$ cat src/rtl/boid_pixel_writer_if.sv
// Command handshake bundle for boid_pixel_writer.
// master: issuer drives command fields and cmd_valid; slave: writer returns cmd_ready.
interface boid_pixel_writer_if;
    logic       cmd_valid;
    logic       cmd_ready;
    logic       cmd_op;
    logic [8:0] cmd_x;
    logic [7:0] cmd_y;
    logic [1:0] cmd_size;
    logic [7:0] cmd_color;

    modport master (
        output cmd_valid,
        output cmd_op,
        output cmd_x,
        output cmd_y,
        output cmd_size,
        output cmd_color,
        input  cmd_ready
    );

    modport slave (
        input  cmd_valid,
        input  cmd_op,
        input  cmd_x,
        input  cmd_y,
        input  cmd_size,
        input  cmd_color,
        output cmd_ready
    );
endinterface

$ cat src/rtl/boid_pixel_writer.sv
// Boid sprite / clear-screen pixel writer into an 8-bit on-chip SRAM framebuffer.
// Ports: clk, reset (sync, active high); cmd (slave handshake: op, x, y, size, color);
// busy; sram_address/clken/chipselect/write/writedata; pixel_count (debug).
// Optional: define BOID_PIXEL_CLIP_EN to suppress writes outside WIDTH x HEIGHT.
module boid_pixel_writer #(
    parameter int WIDTH  = 320,
    parameter int HEIGHT = 240
) (
    input  logic                clk,
    input  logic                reset,
    boid_pixel_writer_if.slave  cmd,
    output logic                busy,
    output logic [16:0]         sram_address,
    output logic                sram_clken,
    output logic                sram_chipselect,
    output logic                sram_write,
    output logic [7:0]          sram_writedata,
    output logic [31:0]         pixel_count
);

    localparam logic [16:0] W17  = 17'(WIDTH);
    localparam logic [16:0] LAST = 17'(WIDTH * HEIGHT - 1);
`ifdef BOID_PIXEL_CLIP_EN
    localparam logic [16:0] H17  = 17'(HEIGHT);
`endif

    typedef enum logic [1:0] {
        IDLE  = 2'd0,
        DRAW  = 2'd1,
        CLEAR = 2'd2
    } state_t;

    state_t      state;
    logic [8:0]  x_q;
    logic [1:0]  sz_q;
    logic [1:0]  dx;
    logic [1:0]  dy;
    logic [16:0] row_base;
`ifdef BOID_PIXEL_CLIP_EN
    logic [7:0]  y_q;
`endif

    // y*WIDTH as a shift-add over the bits of y; WIDTH is constant,
    // so this reduces to a small adder tree.
    function automatic logic [16:0] row_base_of(input logic [7:0] y);
        logic [16:0] acc;
        acc = '0;
        for (int i = 0; i < 8; i++) begin
            if (y[i]) acc = acc + (W17 << i);
        end
        return acc;
    endfunction

    logic [16:0] acc_base;
    logic [16:0] acc_addr;
    logic        acc_ok;
    logic        last_col;
    logic        last_px;
    logic [1:0]  nxt_dx;
    logic [1:0]  nxt_dy;
    logic [16:0] nxt_base;
    logic [16:0] nxt_addr;
    logic        nxt_ok;

    always_comb begin
        acc_base = row_base_of(cmd.cmd_y);
        acc_addr = acc_base + {8'b0, cmd.cmd_x};
        last_col = (dx == sz_q);
        last_px  = last_col && (dy == sz_q);
        nxt_dx   = last_col ? 2'd0 : dx + 2'd1;
        nxt_dy   = last_col ? dy + 2'd1 : dy;
        // Next row starts one framebuffer line further on.
        nxt_base = last_col ? row_base + W17 : row_base;
        nxt_addr = nxt_base + {8'b0, x_q} + {15'b0, nxt_dx};
`ifdef BOID_PIXEL_CLIP_EN
        acc_ok = ({8'b0, cmd.cmd_x} < W17)
              && ({9'b0, cmd.cmd_y} < H17);
        nxt_ok = ({7'b0, {1'b0, x_q} + {8'b0, nxt_dx}} < W17)
              && ({8'b0, {1'b0, y_q} + {7'b0, nxt_dy}} < H17);
`else
        acc_ok = 1'b1;
        nxt_ok = 1'b1;
`endif
    end

    assign busy = ~cmd.cmd_ready;

    always_ff @(posedge clk) begin
        if (reset) begin
            state           <= IDLE;
            cmd.cmd_ready   <= 1'b1;
            x_q             <= '0;
            sz_q            <= '0;
            dx              <= '0;
            dy              <= '0;
            row_base        <= '0;
            sram_address    <= '0;
            sram_clken      <= 1'b0;
            sram_chipselect <= 1'b0;
            sram_write      <= 1'b0;
            sram_writedata  <= '0;
            pixel_count     <= '0;
`ifdef BOID_PIXEL_CLIP_EN
            y_q             <= '0;
`endif
        end else begin
            sram_clken  <= 1'b1;
            // Counts the write presented during the cycle now ending.
            pixel_count <= pixel_count + {31'b0, sram_write};
            unique case (state)
                IDLE: begin
                    sram_write      <= 1'b0;
                    sram_chipselect <= 1'b0;
                    if (cmd.cmd_valid) begin
                        cmd.cmd_ready  <= 1'b0;
                        x_q            <= cmd.cmd_x;
                        sz_q           <= cmd.cmd_size;
                        dx             <= '0;
                        dy             <= '0;
                        sram_writedata <= cmd.cmd_color;
`ifdef BOID_PIXEL_CLIP_EN
                        y_q            <= cmd.cmd_y;
`endif
                        if (cmd.cmd_op) begin
                            state           <= CLEAR;
                            sram_address    <= '0;
                            sram_write      <= 1'b1;
                            sram_chipselect <= 1'b1;
                        end else begin
                            state           <= DRAW;
                            row_base        <= acc_base;
                            sram_address    <= acc_addr;
                            sram_write      <= acc_ok;
                            sram_chipselect <= acc_ok;
                        end
                    end
                end
                DRAW: begin
                    if (last_px) begin
                        state           <= IDLE;
                        cmd.cmd_ready   <= 1'b1;
                        sram_write      <= 1'b0;
                        sram_chipselect <= 1'b0;
                    end else begin
                        dx              <= nxt_dx;
                        dy              <= nxt_dy;
                        row_base        <= nxt_base;
                        sram_address    <= nxt_addr;
                        sram_write      <= nxt_ok;
                        sram_chipselect <= nxt_ok;
                    end
                end
                CLEAR: begin
                    if (sram_address == LAST) begin
                        state           <= IDLE;
                        cmd.cmd_ready   <= 1'b1;
                        sram_write      <= 1'b0;
                        sram_chipselect <= 1'b0;
                    end else begin
                        sram_address    <= sram_address + 17'd1;
                    end
                end
                default: begin
                    state           <= IDLE;
                    cmd.cmd_ready   <= 1'b1;
                    sram_write      <= 1'b0;
                    sram_chipselect <= 1'b0;
                end
            endcase
        end
    end

endmodule

$ cat src/flat_wrapper.sv
// flat-port wrapper written by rule: the top's interface ports become plain ports
module boid_pixel_writer_flat 
#(
    parameter int WIDTH  = 320,
    parameter int HEIGHT = 240
)
  (clk, reset, busy, sram_address, sram_clken, sram_chipselect, sram_write, sram_writedata, pixel_count, cmd_cmd_valid, cmd_cmd_op, cmd_cmd_x, cmd_cmd_y, cmd_cmd_size, cmd_cmd_color, cmd_cmd_ready);
  boid_pixel_writer_if cmd_i ();
  input  logic clk;
  input  logic reset;
  output logic busy;
  output logic [16:0] sram_address;
  output logic sram_clken;
  output logic sram_chipselect;
  output logic sram_write;
  output logic [7:0] sram_writedata;
  output logic [31:0] pixel_count;
  input wire logic [$bits(cmd_i.cmd_valid)-1:0] cmd_cmd_valid;
  input wire logic [$bits(cmd_i.cmd_op)-1:0] cmd_cmd_op;
  input wire logic [$bits(cmd_i.cmd_x)-1:0] cmd_cmd_x;
  input wire logic [$bits(cmd_i.cmd_y)-1:0] cmd_cmd_y;
  input wire logic [$bits(cmd_i.cmd_size)-1:0] cmd_cmd_size;
  input wire logic [$bits(cmd_i.cmd_color)-1:0] cmd_cmd_color;
  output wire logic [$bits(cmd_i.cmd_ready)-1:0] cmd_cmd_ready;
  assign cmd_i.cmd_valid = cmd_cmd_valid;
  assign cmd_i.cmd_op = cmd_cmd_op;
  assign cmd_i.cmd_x = cmd_cmd_x;
  assign cmd_i.cmd_y = cmd_cmd_y;
  assign cmd_i.cmd_size = cmd_cmd_size;
  assign cmd_i.cmd_color = cmd_cmd_color;
  assign cmd_cmd_ready = cmd_i.cmd_ready;
  boid_pixel_writer #(.WIDTH(WIDTH), .HEIGHT(HEIGHT)) u_core (.clk(clk), .reset(reset), .cmd(cmd_i), .busy(busy), .sram_address(sram_address), .sram_clken(sram_clken), .sram_chipselect(sram_chipselect), .sram_write(sram_write), .sram_writedata(sram_writedata), .pixel_count(pixel_count));
endmodule
$ cat config.mk
export PLATFORM = sky130hd
export DESIGN_NAME = boid_pixel_writer_flat
export DESIGN_NICKNAME = d
export VERILOG_FILES = /design/src/rtl/boid_pixel_writer_if.sv /design/src/rtl/boid_pixel_writer.sv /design/src/flat_wrapper.sv
export SDC_FILE = /design/constraint.sdc
export NUM_CORES = 1
export LEC_CHECK = 0
export CORE_UTILIZATION = 50
export CTS_BUF_LIST = sky130_fd_sc_hd__clkbuf_16
export DETAILED_ROUTE_END_ITERATION = 6
export PLACE_DENSITY = 0.83
export REMOVE_ABC_BUFFERS = 1
export SYNTH_ARGS = -nofsm -noshare
export SYNTH_HDL_FRONTEND = slang
export SYNTH_SLANG_ARGS = --single-unit
export TNS_END_PERCENT = 30
$ cat constraint.sdc
create_clock -name clk -period 15.5 [get_ports clk]
set_input_delay 3.1 -clock clk [delete_from_list [all_inputs] [get_ports clk]]
set_output_delay 3.1 -clock clk [all_outputs]
set_load 0.02 [all_outputs]
# After elaboration in Yosys (flattened, before gate mapping)
# Cells that the tools add are included.
[op_classes]
add_sub_neg = 15
eq_ne = 12
reduce_logical = 10
bitwise_logic = 1
shifts = 0
multipliers = 0
n_div = 0
mux = 39
n_lt_le_gt_ge = 0
[ops]
columns = ["op", "n"]
rows = [
  ["$mux 17", 15],
  ["$pmux 17 s3", 1],
  ["$add 17x9->17", 2],
  ["$pmux 17 s2", 1],
  ["$add 32x1->32", 1],
  ["$mux 2", 9],
  ["$add 17x1->17 const B", 1],
  ["$add 17x11->17 const B", 1],
  ["$add 17x12->17 const B", 1],
  ["$add 17x13->17 const B", 1],
  ["$add 17x14->17 const B", 1],
  ["$add 17x15->17 const B", 1],
  ["$add 17x16->17 const B", 1],
  ["$add 17x2->17", 1],
  ["$add 17x9->17 const B", 1],
  ["$eq 17x17->1 const B", 1],
  ["$reduce_and 4->1", 3],
  ["$add 9x10->11 const B", 1],
  ["$mux 9", 1],
  ["$ne 2x2->1 const B", 4],
  ["$pmux 2 s2", 2],
  ["$mux 1", 7],
  ["$ne 2x1->1 const B", 3],
  ["$pmux 1 s3", 2],
  ["other kinds (12)", 15],
]
[totals]
inputBits = 31
ramBits = 0
reg_bits = 94
latch_bits = 0
wordCells = 89
output_inout_bits = 62
memories = 0
mem_bits_ro = 0

# Depth between registers and ports, before layout
# Gate-level depths: netlist of run 1.
[depth]
depth_word = 19
depth_mapped = 26
depth_no_buf = 26

# Worst setup path after synthesis of run 1
# OpenSTA, ideal clock, no wires.
[synth_path]
kind = "input-to-reg"
from = "input port cmd_cmd_y[0]"
to = "register u_core.sram_address[16]"
t_required_ps = 15377
setup_slack_ps = 8442
setup_time_ps = 123
n_path_buf = 0
arrival_time_ps = 6935
stages = 24
cell_sequence = "ha_1 mux2_2 ha_1 nand2_1 and2_4 inv_1 ha_1 nand2b_1 o21ai_0 inv_1 ha_1 nand2b_1 o21a_1 ha_1 nor2_1 a21o_1 and2_1 inv_1 ha_1 nand2b_1 nor3_1 o221ai_1 a2bb2oi_1 o21ai_1"
[synth_between]
elab_chain_cells = 19
[synth_rtl]
columns = ["element", "line_no", "rtl"]
rows = [
  ["from (decl)", "flat_wrapper.sv:21", "input wire logic [$bits(cmd_i.cmd_y)-1:0] cmd_cmd_y;"],
  ["$mux 9 *", "boid_pixel_writer.sv:49", "if (y[i]) acc = acc + (W17 << i);"],
  ["$add 9x10->11", "boid_pixel_writer.sv:49", ""],
  ["$mux 17 *", "boid_pixel_writer.sv:49", ""],
  ["$add 17x11->17", "boid_pixel_writer.sv:49", ""],
  ["$mux 17 *", "boid_pixel_writer.sv:49", ""],
  ["$add 17x12->17", "boid_pixel_writer.sv:49", ""],
  ["$mux 17 *", "boid_pixel_writer.sv:49", ""],
  ["$add 17x13->17", "boid_pixel_writer.sv:49", ""],
  ["(+3 left out)", "n/a", ""],
  ["$add 17x15->17", "boid_pixel_writer.sv:49", ""],
  ["$mux 17 *", "boid_pixel_writer.sv:49", ""],
  ["$add 17x16->17", "boid_pixel_writer.sv:49", ""],
  ["$mux 17 *", "boid_pixel_writer.sv:49", ""],
  ["$add 17x9->17 *", "boid_pixel_writer.sv:67", "acc_addr = acc_base + {8'b0, cmd.cmd_x};"],
  ["$mux 17 *", "boid_pixel_writer.sv:124", "if (cmd.cmd_op) begin"],
  ["$mux 17 *", "boid_pixel_writer.sv:114", "if (cmd.cmd_valid) begin"],
  ["$pmux 17 s3 *", "boid_pixel_writer.sv:110", "unique case (state)"],
  ["to (signal assigned)", "boid_pixel_writer.sv:132", "sram_address <= acc_addr;"],
  ["to (signal assigned)", "boid_pixel_writer.sv:148", "sram_address <= nxt_addr;"],
  ["to (signal assigned)", "boid_pixel_writer.sv:160", "sram_address <= sram_address + 17'd1;"],
  ["to (decl)", "boid_pixel_writer.sv:13", "output logic [16:0] sram_address,"],
]
# Mark *: on every way between the ends. The rest lies on a longest branch, timed or not. The select of a mux whose other input is x is not followed.
# A chain may end at the register's enable or synchronous reset.

# Final worst setup path of run 1
[layout_path]
from = "input port cmd_cmd_y[1]"
to = "register u_core.sram_address[15]"
[layout_between]
elab_chain_cells = 17
[layout_rtl]
columns = ["element", "line_no"]
rows = [
  ["$mux 17 *", "boid_pixel_writer.sv:49"],
  ["$add 17x11->17", "boid_pixel_writer.sv:49"],
  ["$mux 17 *", "boid_pixel_writer.sv:49"],
  ["$add 17x12->17", "boid_pixel_writer.sv:49"],
  ["$mux 17 *", "boid_pixel_writer.sv:49"],
  ["$add 17x13->17", "boid_pixel_writer.sv:49"],
  ["$mux 17 *", "boid_pixel_writer.sv:49"],
  ["$add 17x14->17", "boid_pixel_writer.sv:49"],
  ["$mux 17 *", "boid_pixel_writer.sv:49"],
  ["$add 17x15->17", "boid_pixel_writer.sv:49"],
  ["$mux 17 *", "boid_pixel_writer.sv:49"],
  ["$add 17x16->17", "boid_pixel_writer.sv:49"],
  ["$mux 17 *", "boid_pixel_writer.sv:49"],
  ["$add 17x9->17 *", "boid_pixel_writer.sv:67"],
  ["$mux 17 *", "boid_pixel_writer.sv:124"],
  ["$mux 17 *", "boid_pixel_writer.sv:114"],
  ["$pmux 17 s3 *", "boid_pixel_writer.sv:110"],
]
# Marked as above.

==> run_results.csv, run 1 <==
group,metric,value,unit
detailed_routing,vias_per_cell,5.84,
synth,syn_inst,726,
synth,synth_top_area_share,0.306,
critical_path,crit_path_end_kind,"flop",
synth,synth-async-reset-ratio,0,
power_and_ir_drop,ir_worst_vdd,74.3,µV
critical_path,worst_ep_required_time,15.72,ns
clocking,insertion_delay,0.35,ns
global_routing,grt_antenna_before_repair,0,
finish,fin_nets,855,
clocking,cts_resized,0,
synth,synth_flop_cell,"dfxtp_1",
critical_path,start_kind,"primary input",
synth,syn_area,5760,µm²
global_routing,grt_use_total,0.259,
hold_path,min_from,"u_core.sram_writedata[2]$_SDFFE_PP0P_",
die,num_rows,38,
synth,ys_seq_area_frac,0.306,
placement,place_congestion,0.942,
clocking,h-tree-depth,3,
clocking,clock-sinks,88,
synth,synth_cell_types,73,
placement,hpwl,11100,µm
clocking,cts_buffers,9,
critical_path,arrival,8.00,ns
detailed_routing,ant_nets,0,
clocking,root_buffer,"clkbuf_16",
critical_path,critPathMaxFanout,5,
synth,synth_edf_count,0,
sta,setup_viol,0,
detailed_routing,wl_per_cell,16.0,µm
critical_path,regToRegStartpoint,"u_core.dx[0]$_SDFFE_PP0P_",
die,die_area,12000,µm²
critical_path,timing.rr.end,"u_core.sram_address[12]$_SDFFE_PP0P_",
sta,rsz0062_at_grt,"false",
detailed_routing,drtIter0Drc,462,
clocking,post-cts-setup-buffers,0,
run,drv_cap,0,
die,start_util,0.522,
finish,drive_gt1_frac,0.0501,
detailed_routing,drc,0,
power_and_ir_drop,power.density,94.2,nW/µm²
power_and_ir_drop,finalPower,0.660,mW
clocking,path_clk_slew,0.07,ns
hold_path,hold_path_class,"reg2reg",
clocking,cts_tree,"yes",
detailed_routing,vias,5487,
clocking,clockBufferDepth,2,
power_and_ir_drop,p_leak,2.59,nW
die,die_x,109,µm
global_routing,grt_pass1_vias,5146,
hold_path,worstHoldPathCells,2,
synth,avgSynthCellArea,7.94,µm²
finish,syn2layout_area_growth,21.6,%
sta,fmax,129,MHz
sta,period_share,0.502,
synth,synth-seq-cells,88,
sta,final_hold_viol_count,0,
global_routing,overflow,0,
global_routing,grt_max_degree,82,
die,pin_count,93,
synth,yosysTopAreaCell,"dfxtp_1",
sta,final-max-slew-violation-count,0,
synth,synthTopCellsByArea,"dfxtp_1 (31%), xor2_1 (6.8%), ha_1 (6.1%), nand2_1 (5.5%), nor2_1 (5.3%)",
sta,tightest_slew,1.15,ns
detailed_routing,drt_pass1_iterations,6,
sta,fin_tns_setup,0,ns
sta,timing.final.crit_period,7.78,ns
critical_path,r2r_cells,13,
detailed_routing,wirelength,15000,µm
critical_path,path_class,"in2reg",
finish,diodes,0,
global_routing,grt_pass1_wl,24500,µm
clocking,holdBufCountCts,0,
sta,relSlewSlack,0.233,
finish,n_fill_cell,954,
placement,io_buffer_count,92,
finish,fin_util,0.635,
status,status,"finished, final reports clean",
hold_path,holdPathEnd,"u_core.sram_writedata[2]$_SDFFE_PP0P_",
sta,fin_worst_skew,0.00759,ns
synth,ys_warn_count,0,
critical_path,ff2ff_setup_slack,11.65,ns
die,die_h,109,µm
die,core,11000,µm²
-- stage by stage --
step	instances	worst slack, ns	hold WS [ns]	area, µm²
floorplan	688	8.46	0.435	5590
global placement	923	7.66	0.443	6710
detailed placement	923	7.40	0.449	6710
CTS	939	7.75	0.458	7010
global route	939	7.27	0.480	7010
finish	939	7.72	0.457	7010
-- sequential cells by signal, summed over array words and instances, names as in the netlist --
name and cells:
u_core.dy 2, u_core.state 2, u_core.row_base 11, u_core.sz_q 2
u_core.cmd.cmd_ready 1, u_core.x_q 9, u_core.pixel_count 32, u_core.sram_write 1
u_core.sram_writedata 8, u_core.sram_clken 1, u_core.dx 2, u_core.sram_address 17
-- synth_stat cells, types with 3 or more instances --
| cell type | instances |
|---|---|
| a31oi_1 | 3 |
| nand4_1 | 16 |
| a2bb2oi_1 | 4 |
| mux2i_1 | 5 |
| and2_1 | 7 |
| buf_2 | 7 |
| o21a_1 | 6 |
| nor3_1 | 8 |
| dfxtp_1 | 88 |
| clkbuf_1 | 26 |
| xor2_1 | 45 |
| nor2b_1 | 7 |
| a32oi_1 | 5 |
| nand2_1 | 85 |
| o22ai_1 | 10 |
| nor2_1 | 82 |
| or2_1 | 3 |
| xnor2_1 | 29 |
| a211oi_1 | 15 |
| and3b_1 | 4 |
| nand2b_1 | 9 |
| a22oi_1 | 12 |
| a21oi_1 | 54 |
| nor4_1 | 3 |
| and3_1 | 8 |
| inv_1 | 22 |
| nand3_1 | 25 |
| or3_1 | 12 |
| o21ai_0 | 29 |
| and4_1 | 3 |
| a21o_1 | 10 |
| ha_1 | 28 |
| o211ai_1 | 3 |
| xnor2_2 | 3 |
-- power breakdown --
group | switching [mW] | internal (mW) | leakage (nW) | total, mW
Clock | 0.0938 | 0.125 | 0.141 | 0.219
Sequential | 0.0187 | 0.240 | 0.718 | 0.259
Combinational | 0.104 | 0.0782 | 1.74 | 0.182
Total | 0.216 | 0.443 | 2.59 | 0.660
-- logic make-up after synthesis --
family                     count (synthesis)  synth area share
DFF                                       88             0.306
buffers and inverters                     62            0.0454
AOI/OAI and AO/OA                        177             0.206
muxes                                      7            0.0126
and+or+nand+nor                          284             0.236
xor gates and xnor gates                  78             0.126
adders and majority gates                 30            0.0678
-- cells in the final DEF (no fill, tap or decap), types with 3 or more instances in the layout --
| cell | instances |
|---|---|
| inv_1 | 23 |
| or2_1 | 3 |
| clkbuf_16 | 9 |
| o211ai_1 | 3 |
| a21oi_1 | 54 |
| clkdlybuf4s50_1 | 91 |
| nand2_1 | 85 |
| nor2b_1 | 7 |
| o21ai_0 | 29 |
| xor2_1 | 45 |
| nand3_1 | 25 |
| nor4_1 | 3 |
| a32oi_1 | 5 |
| a22oi_1 | 12 |
| nor2_1 | 82 |
| nand4_1 | 16 |
| xnor2_1 | 29 |
| a21o_1 | 10 |
| a2bb2oi_1 | 4 |
| and3_1 | 8 |
| or3_1 | 12 |
| and3b_1 | 4 |
| nand2b_1 | 9 |
| a211oi_1 | 15 |
| ha_1 | 28 |
| o21a_1 | 6 |
| xnor2_2 | 3 |
| a31oi_1 | 3 |
| nor3_1 | 8 |
| and4_1 | 3 |
| buf_4 | 3 |
| dfxtp_1 | 88 |
| and2_1 | 7 |
| o22ai_1 | 10 |
| mux2i_1 | 5 |
-- routing by layer --
metal	vias to the layer above	track usage	routed length [µm]
met5	-	0	0
met1	2569	0.334	6460
met4	0	0.0800	275
li1	2699	-	-
met2	190	0.441	7390
met3	29	0.0445	866
-- cell type report --
type | count | area [µm²] | share of cell area
clock buffers | 9 | 225 | 0.0321
clock inverters | 7 | 70.1 | 0.0100
inverters | 24 | 90.1 | 0.0129
multi-input cells | 576 | 3750 | 0.535
flip-flops and latches | 88 | 1760 | 0.251
well taps | 140 | 175 | 0.0250
repair buffers | 95 | 938 | 0.134
-- worst max path at each step --
stage                            start                                   end  slack [ns]  cells past startpoint
after global placement    cmd_cmd_y[1]  u_core.sram_address[16]$_SDFFE_PP0P_        7.66                     25
after global routing      cmd_cmd_y[1]  u_core.sram_address[16]$_SDFFE_PP0P_        7.27                     27
after floorplan           cmd_cmd_y[0]  u_core.sram_address[16]$_SDFFE_PP0P_        8.46                     24
after detailed placement  cmd_cmd_y[1]  u_core.sram_address[16]$_SDFFE_PP0P_        7.40                     27
after CTS                 cmd_cmd_y[1]  u_core.sram_address[16]$_SDFFE_PP0P_        7.75                     27
final                     cmd_cmd_y[1]  u_core.sram_address[15]$_SDFFE_PP0P_        7.72                     27
-- worst max-delay path, stage by stage --
cell	delay, ns
clkdlybuf4s50_1	0.59
ha_1	0.27
mux2_2	0.28
ha_1	0.32
nand2_1	0.10
and2_4	0.18
inv_1	0.05
ha_1	0.30
nand2b_1	0.19
o21ai_0	0.15
inv_1	0.08
ha_1	0.19
nor2b_1	0.18
nor2_1	0.07
nand2_1	0.13
nand2_1	0.07
ha_1	0.21
nor2_1	0.14
a21o_1	0.13
and2_1	0.17
inv_1	0.07
ha_1	0.18
nand2b_1	0.15
nor3_1	0.25
or2_1	0.17
xor2_1	0.16
o22ai_1	0.10
(Power assumes the default switching activity.)
==> inputs of run 2 (changes only) <==
Clock period 15.5 ns to 7.7 ns, I/O delays scaled along.
==> run 2 against run 1 <==
  * Sequential power rose by 100%
  * Non-clock buffer count did not move
  * Sequential cell count did not move
  * Setup slack got worse by 6.3 ns
  * First-iteration DRC count rose by 1.1%
  * Critical path type unchanged
  * Critical endpoint is now u_core.sram_address[16]$_SDFFE_PP0P_
  * Largest cell class unchanged
  * Highest routed layer unchanged
==> run_results.csv, run 2 (same netlist as run 1, synthesis figures left out) <==
group,metric,value,unit
status,status,"finished, final reports clean",
critical_path,ff2ff_setup_slack,3.79,ns
clocking,cts_tree,"yes",
die,pin_count,93,
sta,setup_viol,0,
finish,fin_util,0.637,
sta,fin_tns_setup,0,ns
die,die_x,109,µm
critical_path,arrival,6.48,ns
detailed_routing,drtIter0Drc,467,
clocking,cts_resized,0,
finish,syn2layout_area_growth,22.0,%
sta,whs,0.464,ns
finish,final_cell_area,7030,µm²
global_routing,grt_use_total,0.259,
global_routing,grt_pass1_wl,24500,µm
global_routing,grt_pass1_vias,5157,
sta,rsz0062_at_grt,"false",
hold_path,hold_path_class,"reg2reg",
placement,io_buffer_count,92,
sta,relSlewSlack,0.247,
critical_path,crit_path_end_kind,"flop",
die,die_h,109,µm
sta,fin_worst_skew,0.00691,ns
finish,mostFrequentLayoutCells,"clkdlybuf4s50_1 (91), dfxtp_1 (88), nand2_1 (85)",
power_and_ir_drop,ir_worst_vdd,112,µV
sta,tightest_slew,1.13,ns
clocking,root_buffer,"clkbuf_16",
clocking,post-cts-setup-buffers,0,
finish,diodes,0,
placement,hpwl,11200,µm
detailed_routing,vias,5548,
global_routing,grt_antenna_before_repair,0,
placement,dp_cells,923,
power_and_ir_drop,power.density,194,nW/µm²
finish,drive_gt1_frac,0.0513,
die,core,11000,µm²
finish,final_cells,939,
finish,largest_reg_flops,32,
sta,final-max-slew-violation-count,0,
sta,fmax,160,MHz
detailed_routing,ant_nets,0,
sta,final_hold_viol_count,0,
critical_path,worst_ep_required_time,7.94,ns
detailed_routing,vias_per_cell,5.91,
finish,n_fill_cell,921,
sta,period_share,0.811,
critical_path,critPathMaxFanout,5,
finish,top_regs,"u_core.pixel_count x32, u_core.sram_address x17, u_core.row_base x11",
detailed_routing,wl_per_cell,16.2,µm
finish,largest_register,"u_core.pixel_count",
clocking,cts_buffers,9,
global_routing,overflow,0,
finish,final_common_cell,"clkdlybuf4s50_1",
clocking,insertion_delay,0.35,ns
critical_path,start_kind,"primary input",
die,start_util,0.522,
placement,dp_slack,1.14,ns
finish,fin_nets,855,
power_and_ir_drop,finalPower,1.37,mW
clocking,path_clk_slew,0.07,ns
global_routing,grt_max_degree,82,
critical_path,path_class,"in2reg",
clocking,h-tree-depth,3,
power_and_ir_drop,p_leak,2.61,nW
sta,timing.final.crit_period,6.24,ns
detailed_routing,drt_pass1_iterations,6,
placement,place_congestion,0.942,
sta,worst_slack,1.46,ns
die,die_area,12000,µm²
run,drv_cap,0,
clocking,clock-sinks,88,
clocking,clockBufferDepth,2,
detailed_routing,wirelength,15200,µm
die,num_rows,38,
clocking,holdBufCountCts,0,
placement,dpl_cell_area,6710,µm²
detailed_routing,drc,0,
-- run 2: cell count changes in the layout (fill, tap and decap cells not counted), sizes merged --
cell      change
bufinv        +1
clkinvlp      -1
-- run 2: area by class of cell --
| class | count | area [µm²] | area share |
|---|---|---|---|
| multi-input cells | 576 | 3750 | 0.533 |
| flip-flops and latches | 88 | 1760 | 0.251 |
| repair buffers | 95 | 938 | 0.133 |
| clock buffers | 9 | 225 | 0.0320 |
| well taps | 140 | 175 | 0.0249 |
| clock inverters | 7 | 93.8 | 0.0133 |
| inverters | 24 | 90.1 | 0.0128 |
-- run 2: final timing paths --
check	startpoint	to	depth (start not counted)
worst min-delay path	u_core.sram_writedata[7]$_SDFFE_PP0P_	u_core.sram_writedata[7]$_SDFFE_PP0P_	2
worst min register to register	u_core.sram_writedata[7]$_SDFFE_PP0P_	u_core.sram_writedata[7]$_SDFFE_PP0P_	2
worst max register to register	u_core.dx[0]$_SDFFE_PP0P_	u_core.sram_address[12]$_SDFFE_PP0P_	13
worst max-delay path	cmd_cmd_y[1]	u_core.sram_address[16]$_SDFFE_PP0P_	27
-- run 2: layer usage --
layer,vias up,GRT usage,part of all wire
met5,-,0,0
met4,0,0.0810,0.019
met3,32,0.0427,0.055
met2,187,0.446,0.49
met1,2639,0.331,0.43
li1,2690,-,-
-- run 2: critical path: stages --
cell and delay, ns:
clkdlybuf4s50_1 0.59, ha_1 0.27, mux2_2 0.28, ha_1 0.32, nand2_1 0.10, and2_4 0.19
inv_1 0.05, ha_1 0.30, nand2b_1 0.20, o21ai_0 0.15, inv_1 0.08, ha_1 0.20
nor2b_1 0.17, nor2_1 0.07, nand2_1 0.12, nand2_1 0.07, ha_1 0.21, nor2_1 0.14
a21o_1 0.13, and2_1 0.16, inv_1 0.07, ha_1 0.19, nand2b_1 0.16, nor3_1 0.26
o221ai_1 0.20, a2bb2oi_1 0.19, o21ai_1 0.08
-- run 2: where the power goes --
part	internal [mW]	switching [mW]
clock network	0.285	0.191
logic	0.158	0.211
registers	0.484	0.0376
total	0.926	0.439
